**src/rtl/pipe_stage_reg.sv**
```systemverilog
// pipe_stage_reg: pipeline stage register with flush/bubble/hold control and stall statistics
module pipe_stage_reg #(
  parameter int                 DATA_W    = 160,
  parameter int                 STALL_W   = 6,
  parameter int                 STAGE_IDX = 2,
  parameter logic [DATA_W-1:0]  NOP_VAL   = '0,
  parameter int                 CNT_W     = 16,
  parameter int                 TIMEOUT   = 64
) (
  input  logic               clk,
  input  logic               rst,
  input  logic [STALL_W-1:0] stall,
  input  logic               flush,
  input  logic               clr_cnt,
  input  logic [DATA_W-1:0]  in_data,
  input  logic               in_valid,
  output logic [DATA_W-1:0]  out_data,
  output logic               out_valid,
  output logic [CNT_W-1:0]   bubble_cnt,
  output logic [CNT_W-1:0]   hold_cnt,
  output logic               hold_timeout
);
  if (STAGE_IDX < 0 || STAGE_IDX > STALL_W - 2) begin : g_bad_stage_idx
    $error("pipe_stage_reg: STAGE_IDX out of range");
  end
  if (TIMEOUT < 1 || longint'(TIMEOUT) > (longint'(1) << CNT_W) - 1) begin : g_bad_timeout
    $error("pipe_stage_reg: TIMEOUT out of range");
  end
  logic own, down, bub, hld, unused_stall;
  assign own          = stall[STAGE_IDX];
  assign down         = stall[STAGE_IDX+1];
  assign bub          = !flush && own && !down;
  assign hld          = !flush && own && down;
  assign unused_stall = ^stall;
  assign hold_timeout = hold_cnt >= CNT_W'(TIMEOUT);
  // Stage is bypassed into hold only when we and our downstream both stall
  always_ff @(posedge clk or negedge rst) begin
    if (!rst) begin
      out_data   <= NOP_VAL;
      out_valid  <= 1'b0;
      bubble_cnt <= '0;
      hold_cnt   <= '0;
    end else begin
      out_data   <= (flush || bub) ? NOP_VAL : own ? out_data : in_valid ? in_data : NOP_VAL;
      out_valid  <= (flush || bub) ? 1'b0 : own ? out_valid : in_valid;
      hold_cnt   <= !hld ? '0 : (&hold_cnt) ? hold_cnt : hold_cnt + CNT_W'(1);
      bubble_cnt <= clr_cnt ? '0 : (bub && !(&bubble_cnt)) ? bubble_cnt + CNT_W'(1) : bubble_cnt;
    end
  end
endmodule

```
**config.mk**
```make
export PLATFORM = sky130hd
export DESIGN_NAME = pipe_stage_reg
export DESIGN_NICKNAME = d
export VERILOG_FILES = /design/src/rtl/pipe_stage_reg.sv
export SDC_FILE = /design/constraint.sdc
export NUM_CORES = 1
export LEC_CHECK = 0
export BUFFER_PORTS_ARGS = -buffer_cell sky130_fd_sc_hd__buf_2
export CAP_MARGIN = 30
export CORE_AREA = 3 3 139 141
export CTS_CLUSTER_SIZE = 28
export DETAILED_ROUTE_END_ITERATION = 10
export DIE_AREA = 0 0 142 144
export PLACE_DENSITY = 0.8
export RECOVER_POWER = 50
export SLEW_MARGIN = 20
export SYNTH_ARGS = -nofsm -noshare
export SYNTH_HDL_FRONTEND = slang
export SYNTH_SLANG_ARGS = --single-unit
```
**constraint.sdc**
```tcl
create_clock -name clk -period 2.2 [get_ports clk]
set_clock_uncertainty 0.15 [all_clocks]
set_input_delay 0.11 -clock clk [delete_from_list [all_inputs] [get_ports clk]]
set_output_delay 0.11 -clock clk [all_outputs]
set_load 0.01 [all_outputs]
```
==> impl_metrics.toml, run 1 <==
[detailed_routing]
viasPerCell = 5.46
wl_um = 25700
detail_route.iter0.violations = 444
ant_nets = 0
vias = 7197
routedWlPerCell_um = 19.4
firstDrtPassIters = 7
drc_errors = 0

[synth]
synthCells = 560
syn-cell-area_mm2 = 0.00743
synth_top_family_by_area = "compound AO/OA/AOI/OAI gates"
synth-simple-area-share = 0.0756
ys_types = 40
yosysSeqAreaShare = 0.650
yosys_warnings = 0
syn_avg_cell_area_um2 = 13.3
synthXorXnorAreaFrac = 0.00118
ys_seq_elements = 193
synth_edf_count = 0
synth-main-ff-cell = "dfrtp_1"
synthAdderAreaFrac = 0.00505
async_flop_share = 1.00
synth_compound_area_frac = 0.236
syn-num-nets = 734
synthMuxAreaShare = 0.00269

[die]
die_area_mm2 = 0.0204
num_io_pins = 365
die_x_um = 142
core_area_mm2 = 0.0181
die_y_um = 144
initial_core_util = 0.411
num_rows = 49

[finish]
fin_util = 0.643
finalNetCount = 1247
fin_cells = 1319
area_growth_pct = 56.5
num-fill-cells = 1347
drive_gt1_frac = 0.295

[power_and_ir_drop]
power_leakage_nw = 5.80
max-vdd-ir-drop_mv = 0.521
p_per_area_mw_per_mm2 = 654

[sta]
finalCritPeriodShare = 0.918
post-route-min-period_ns = 2.02
fin_ws_ns = 0.181
timing.setup.tns_ns = 0
rsz0062_at_grt = "false"
worst_slew_pin_slew_ns = 1.64
hold_viol = 0
relSlewSlack = -0.0964
setup_viol = 0
fmax_ghz = 0.495
maxSlewViolCount = 61

[setup_path]
crit_chain = "ha_1 > and4_1 > o311ai_1 > or4_1 > a21oi_1"
critical-path-top-delay-family = "simple AND/OR/NAND/NOR gates"
slowest_stage = "or4_1"
cp.arrival_ns = 2.22
crit_type = "reg -> reg"
critical_path_peak_fanout = 6
path_buf_inv = 0
cp-start-kind = "register"
crit_required_ns = 2.40
critPathMaxStageDelay_ns = 0.52
cp-end-kind = "register"

[grt]
overflow = 0
grt_usage = 0.243
grt_pass1_wl_um = 39300
grt_pass1_vias = 7386
grt_antenna_before_repair = 2
grt_max_degree = 87

[cts]
numCtsBuffers = 17
h-tree-depth = 4
root_buffer = "clkbuf_16"
clkTransAtPathRegs_ns = 0.07
cts_buffer_depth = 2
clk_latency_ns = 0.42
cts_tree = "yes"
cts_sinks = 193

[placement]
place_hpwl_um = 15200
dp_cells = 1119
port_buffers = 360
place_congestion = 0.857
dp_slack_ns = 0.132

[hold_path]
hold_path.class = "in -> reg"

[status]
violations = "capacitance limit, slew limit"
status = "complete, but fails checks"

[run]
maxCapViolCount = 1
-- timing repair --
action,4_1_cts,5_1_grt
resized for setup,0,2
setup endpoints to repair,0,2
hold buffers,164,0
setup buffers,0,0
endpoints found under the hold margin,369,0
-- layer usage --
layer  GRT usage  wire (um)
met5           0          0
met4       0.116        990
met3      0.0625       1810
met2       0.413      13200
met1       0.289       9630
-- report_power, final --
| group | internal, mW | leakage, nW | switching (mW) |
|---|---|---|---|
| Combinational | 0.433 | 2.86 | 0.392 |
| Clock | 1.64 | 0.291 | 1.44 |
| Sequential | 3.64 | 2.65 | 0.0633 |
| Total | 5.72 | 5.80 | 1.89 |
-- cell type report --
class	count	area (um2)	share of cell area
diodes	4	10.0	0.000860
flip-flops and latches	193	4830	0.415
well taps	229	287	0.0246
multi-input cells	315	2400	0.206
inverters	8	30.0	0.00258
clock buffers	19	443	0.0381
clock inverters	13	141	0.0122
repair buffers	538	3490	0.300
-- worst reg2reg max path: stages (launching register included) --
cell      delay (ns)
dfrtp_1         0.41
ha_1            0.21
and4_1          0.28
o311ai_1        0.22
or4_1           0.52
a21oi_1         0.15
-- cells in the mapped netlist (all sizes together) (4+ instances only) --
master  count  area share
buf        15       0.011
nand4       7      0.0067
dfrtp     193        0.65
nor4        8      0.0076
o31ai      12       0.012
nand2      17      0.0086
inv         8      0.0040
nand3      10      0.0067
a21oi      23       0.015
clkbuf     29       0.015
and4        4      0.0047
a22o      160        0.19
nor2        5      0.0025
or3        10      0.0088
and3        4      0.0034
o21ai      15       0.010
or4        12       0.012
-- worst paths after layout --
| path | startpoint | endpoint | slack, ns | depth (start not counted) |
|---|---|---|---|---|
| worst max-delay path | bubble_cnt[0] | bubble_cnt[12] | 0.18 | 5 |
| worst min-delay path | flush | bubble_cnt[10] | 0.07 | 5 |
| worst max register to register | bubble_cnt[0] | bubble_cnt[12] | 0.18 | 5 |
| worst min register to register | out_valid | out_valid | 0.35 | 1 |
| max in group asynchronous | rst | out_data[147] | 0.31 | 3 |
| min in group asynchronous | rst | hold_cnt[0] | 0.50 | 2 |
-- sequential cells by signal (all words and copies together), names as in the netlist --
register and count:
bubble_cnt 16, hold_cnt 16, out_data 160, out_valid 1
-- cells by family (layout without fill, tap and decap cells) --
kind of cell | Yosys count | after routing
AO/OA/AOI/OAI | 219 | 219
XOR/XNOR | 1 | 1
adder cells (fa/ha/maj) | 3 | 3
buffers and inverters | 52 | 578
flip-flops | 193 | 193
multiplexers | 2 | 2
other | 0 | 4
AND/OR/NAND/NOR | 90 | 90
-- cells in the final DEF, fill, tap and decap left out, types with 7 or more instances in the layout --
cell / instances
a22o_1: 160
o31ai_1: 12
inv_1: 8
nand2_1: 17
nor4_1: 7
nand3_1: 10
or4_1: 12
dlygate4sd3_1: 164
buf_2: 265
clkbuf_16: 17
clkbuf_1: 95
o21ai_0: 15
or3_1: 8
a21oi_1: 23
dfrtp_1: 193
-- through the flow --
| stage | power [mW] | instance area [um2] | hold slack, ns |
|---|---|---|---|
| 2_1_floorplan | 3.96 | 7430 | -0.336 |
| 3_3_place_gp | 4.34 | 9530 | -0.0125 |
| 3_5_place_dp | 4.35 | 9530 | -0.00847 |
| 4_1_cts | 7.66 | 11800 | 0.0309 |
| 5_1_grt | 7.90 | 11600 | 0.103 |
| 6_report | 7.61 | 11600 | 0.0672 |
Power figures use the tool's default switching activity.
==> inputs of run 2 (changes only) <==
--- a/constraint.sdc
+++ b/constraint.sdc
@@ -3,3 +3,3 @@
 set_input_delay 0.11 -clock clk [delete_from_list [all_inputs] [get_ports clk]]
 set_output_delay 0.11 -clock clk [all_outputs]
-set_load 0.01 [all_outputs]
+set_load 0.05 [all_outputs]
==> run 2 against run 1 <==
  * Worst hold slack better by 0.031 ns
  * Largest cell class unchanged
  * Die area unchanged
  * Core utilization increased by 0.097 points
  * The flow still finishes with violations (capacitance limit, slew limit)
  * Sequential cell count stayed put
  * Sequential power hardly changed
==> impl_metrics.toml, run 2 (synthesis results as in run 1) <==
[status]
status = "complete, but fails checks"
violations = "capacitance limit, slew limit"

[setup_path]
cp.arrival_ns = 2.27
crit_required_ns = 2.40
r2r_cells = 5
critical-path-top-delay-family = "buffers and inverters"
critPathMaxStageDelay_ns = 0.89
path_buf_inv = 3
cp-start-kind = "primary input"
crit_chain = "dlygate4sd3_1 > buf_2 > and3b_4 > clkbuf_2 > a22o_1"
cp.depth = 5
critical_path_peak_fanout = 57
crit_type = "in -> reg"
cp-end-kind = "register"
slowest_stage = "clkbuf_2"

[grt]
busiest_layer = "met2"
met2_usage = 0.416
overflow = 0
grt_usage = 0.243
grt_max_degree = 108
use_met1 = 0.297
use_met3 = 0.0635
grt_pass1_wl_um = 39400
grt_pass1_vias = 7343
grt_antenna_before_repair = 0

[power_and_ir_drop]
power_leakage_nw = 5.95
max-vdd-ir-drop_mv = 0.441
p_per_area_mw_per_mm2 = 674

[hold_path]
hold_path.class = "in -> reg"
whs_path_depth = 5

[sta]
worst_slew_pin_slew_ns = 1.58
post-route-min-period_ns = 2.07
rsz0062_at_grt = "false"
timing.setup.tns_ns = 0
setup_viol = 0
maxSlewViolCount = 68
hold_viol = 0
relSlewSlack = -0.0522
fmax_ghz = 0.484
finalCritPeriodShare = 0.939

[finish]
final_common_cell = "buf_2"
regMostFlops = "out_data"
largest_reg_flops = 160
finalNetCount = 1247
drive_gt1_frac = 0.340
layout_common_cells = "314 x buf_2, 191 x dfrtp_1, 164 x dlygate4sd3_1"
stdcell_area_mm2 = 0.0117
reg_top3 = "out_data x160, bubble_cnt x16, hold_cnt x16"
area_growth_pct = 56.8

[placement]
place_congestion = 0.835
port_buffers = 360
place_hpwl_um = 15000
placed_area_mm2 = 0.00952

[die]
initial_core_util = 0.411
die_y_um = 144
die_area_mm2 = 0.0204
die_x_um = 142
core_area_mm2 = 0.0181
num_rows = 49
num_io_pins = 365

[detailed_routing]
wl_um = 25500
detail_route.iter0.violations = 421
routedWlPerCell_um = 19.3
firstDrtPassIters = 5
drc_errors = 0
ant_nets = 0
viasPerCell = 5.47
vias = 7198

[cts]
cts_tree = "yes"
root_buffer = "clkbuf_16"
numCtsBuffers = 17
cts_buffer_depth = 2
clkTransAtPathRegs_ns = 0.08
h-tree-depth = 4
clk_latency_ns = 0.42
cts_sinks = 193

[run]
maxCapViolCount = 1
run 2: cell types whose count changed in the layout (fill, tap and decap cells not counted), sizes merged:
| cell | previous run | this run |
|---|---|---|
| diode | 4 | 2 |
| clkinv | 4 | 7 |
| clkbuf | 116 | 69 |
| buf | 277 | 324 |
| bufinv | 1 | 0 |
| inv | 16 | 14 |
run 2: report_power, final:
| group | switching [mW] | internal (mW) |
|---|---|---|
| clock | 1.48 | 1.55 |
| sequential | 0.0614 | 3.64 |
| combinational | 0.691 | 0.438 |
run 2: layout make-up:
cell class                 count  area (um2)
multi-input combinational    315        2400
timing repair buffer         538        3520
fill                        1302        6430
antenna                        2        5.00
clock buffer                  19         443
tap                          229         287
clock inverter                13         139
sequential                   193        4830
inverter                       8        30.0
run 2: final timing paths:
check | from | endpoint | slack (ns)
hold reg to reg | out_data[4] | out_data[4] | 0.35
setup / recovery | stall[3] | out_data[84] | 0.13
max in group asynchronous | rst | out_data[123] | 0.31
min in group asynchronous | rst | hold_cnt[3] | 0.45
hold / removal | flush | bubble_cnt[10] | 0.1
setup reg to reg | hold_cnt[1] | hold_cnt[11] | 0.13
run 2: routing by layer:
metal / wire (um) / up-vias
li1: - / 3211
met3: 1920 / 57
met4: 757 / 0
met5: 0 / -
met1: 9690 / 3554
met2: 13100 / 376
run 2: metrics by stage:
stage | power [mW] | std cells | worst slack [ns] | hold WS (ns) | util
3_3_place_gp | 4.64 | 1119 | 0.153 | -0.00125 | 0.526
4_1_cts | 7.92 | 1315 | 0.0789 | 0.0536 | 0.649
3_5_place_dp | 4.66 | 1119 | 0.111 | -0.000681 | 0.526
6_report | 7.86 | 1317 | 0.135 | 0.0978 | 0.644
2_1_floorplan | 4.26 | 560 | 0.00295 | -0.336 | -
5_1_grt | 8.16 | 1315 | 0.00997 | 0.114 | 0.644
run 2: what timing repair did:
| action | 4_1_cts | 5_1_grt |
|---|---|---|
| setup buffers | 0 | 0 |
| setup endpoints to repair | 0 | 1 |
| hold buffers | 164 | 0 |
| gates resized for setup | 0 | 1 |
| hold endpoints to repair | 277 | 0 |
run 2: worst min-delay path, delay by kind of cell:
family                 cells  cell delay (ns)
and+or+nand+nor            3             0.32
buffers and inverters      1             0.15
AOI/OAI and AO/OA          1             0.06
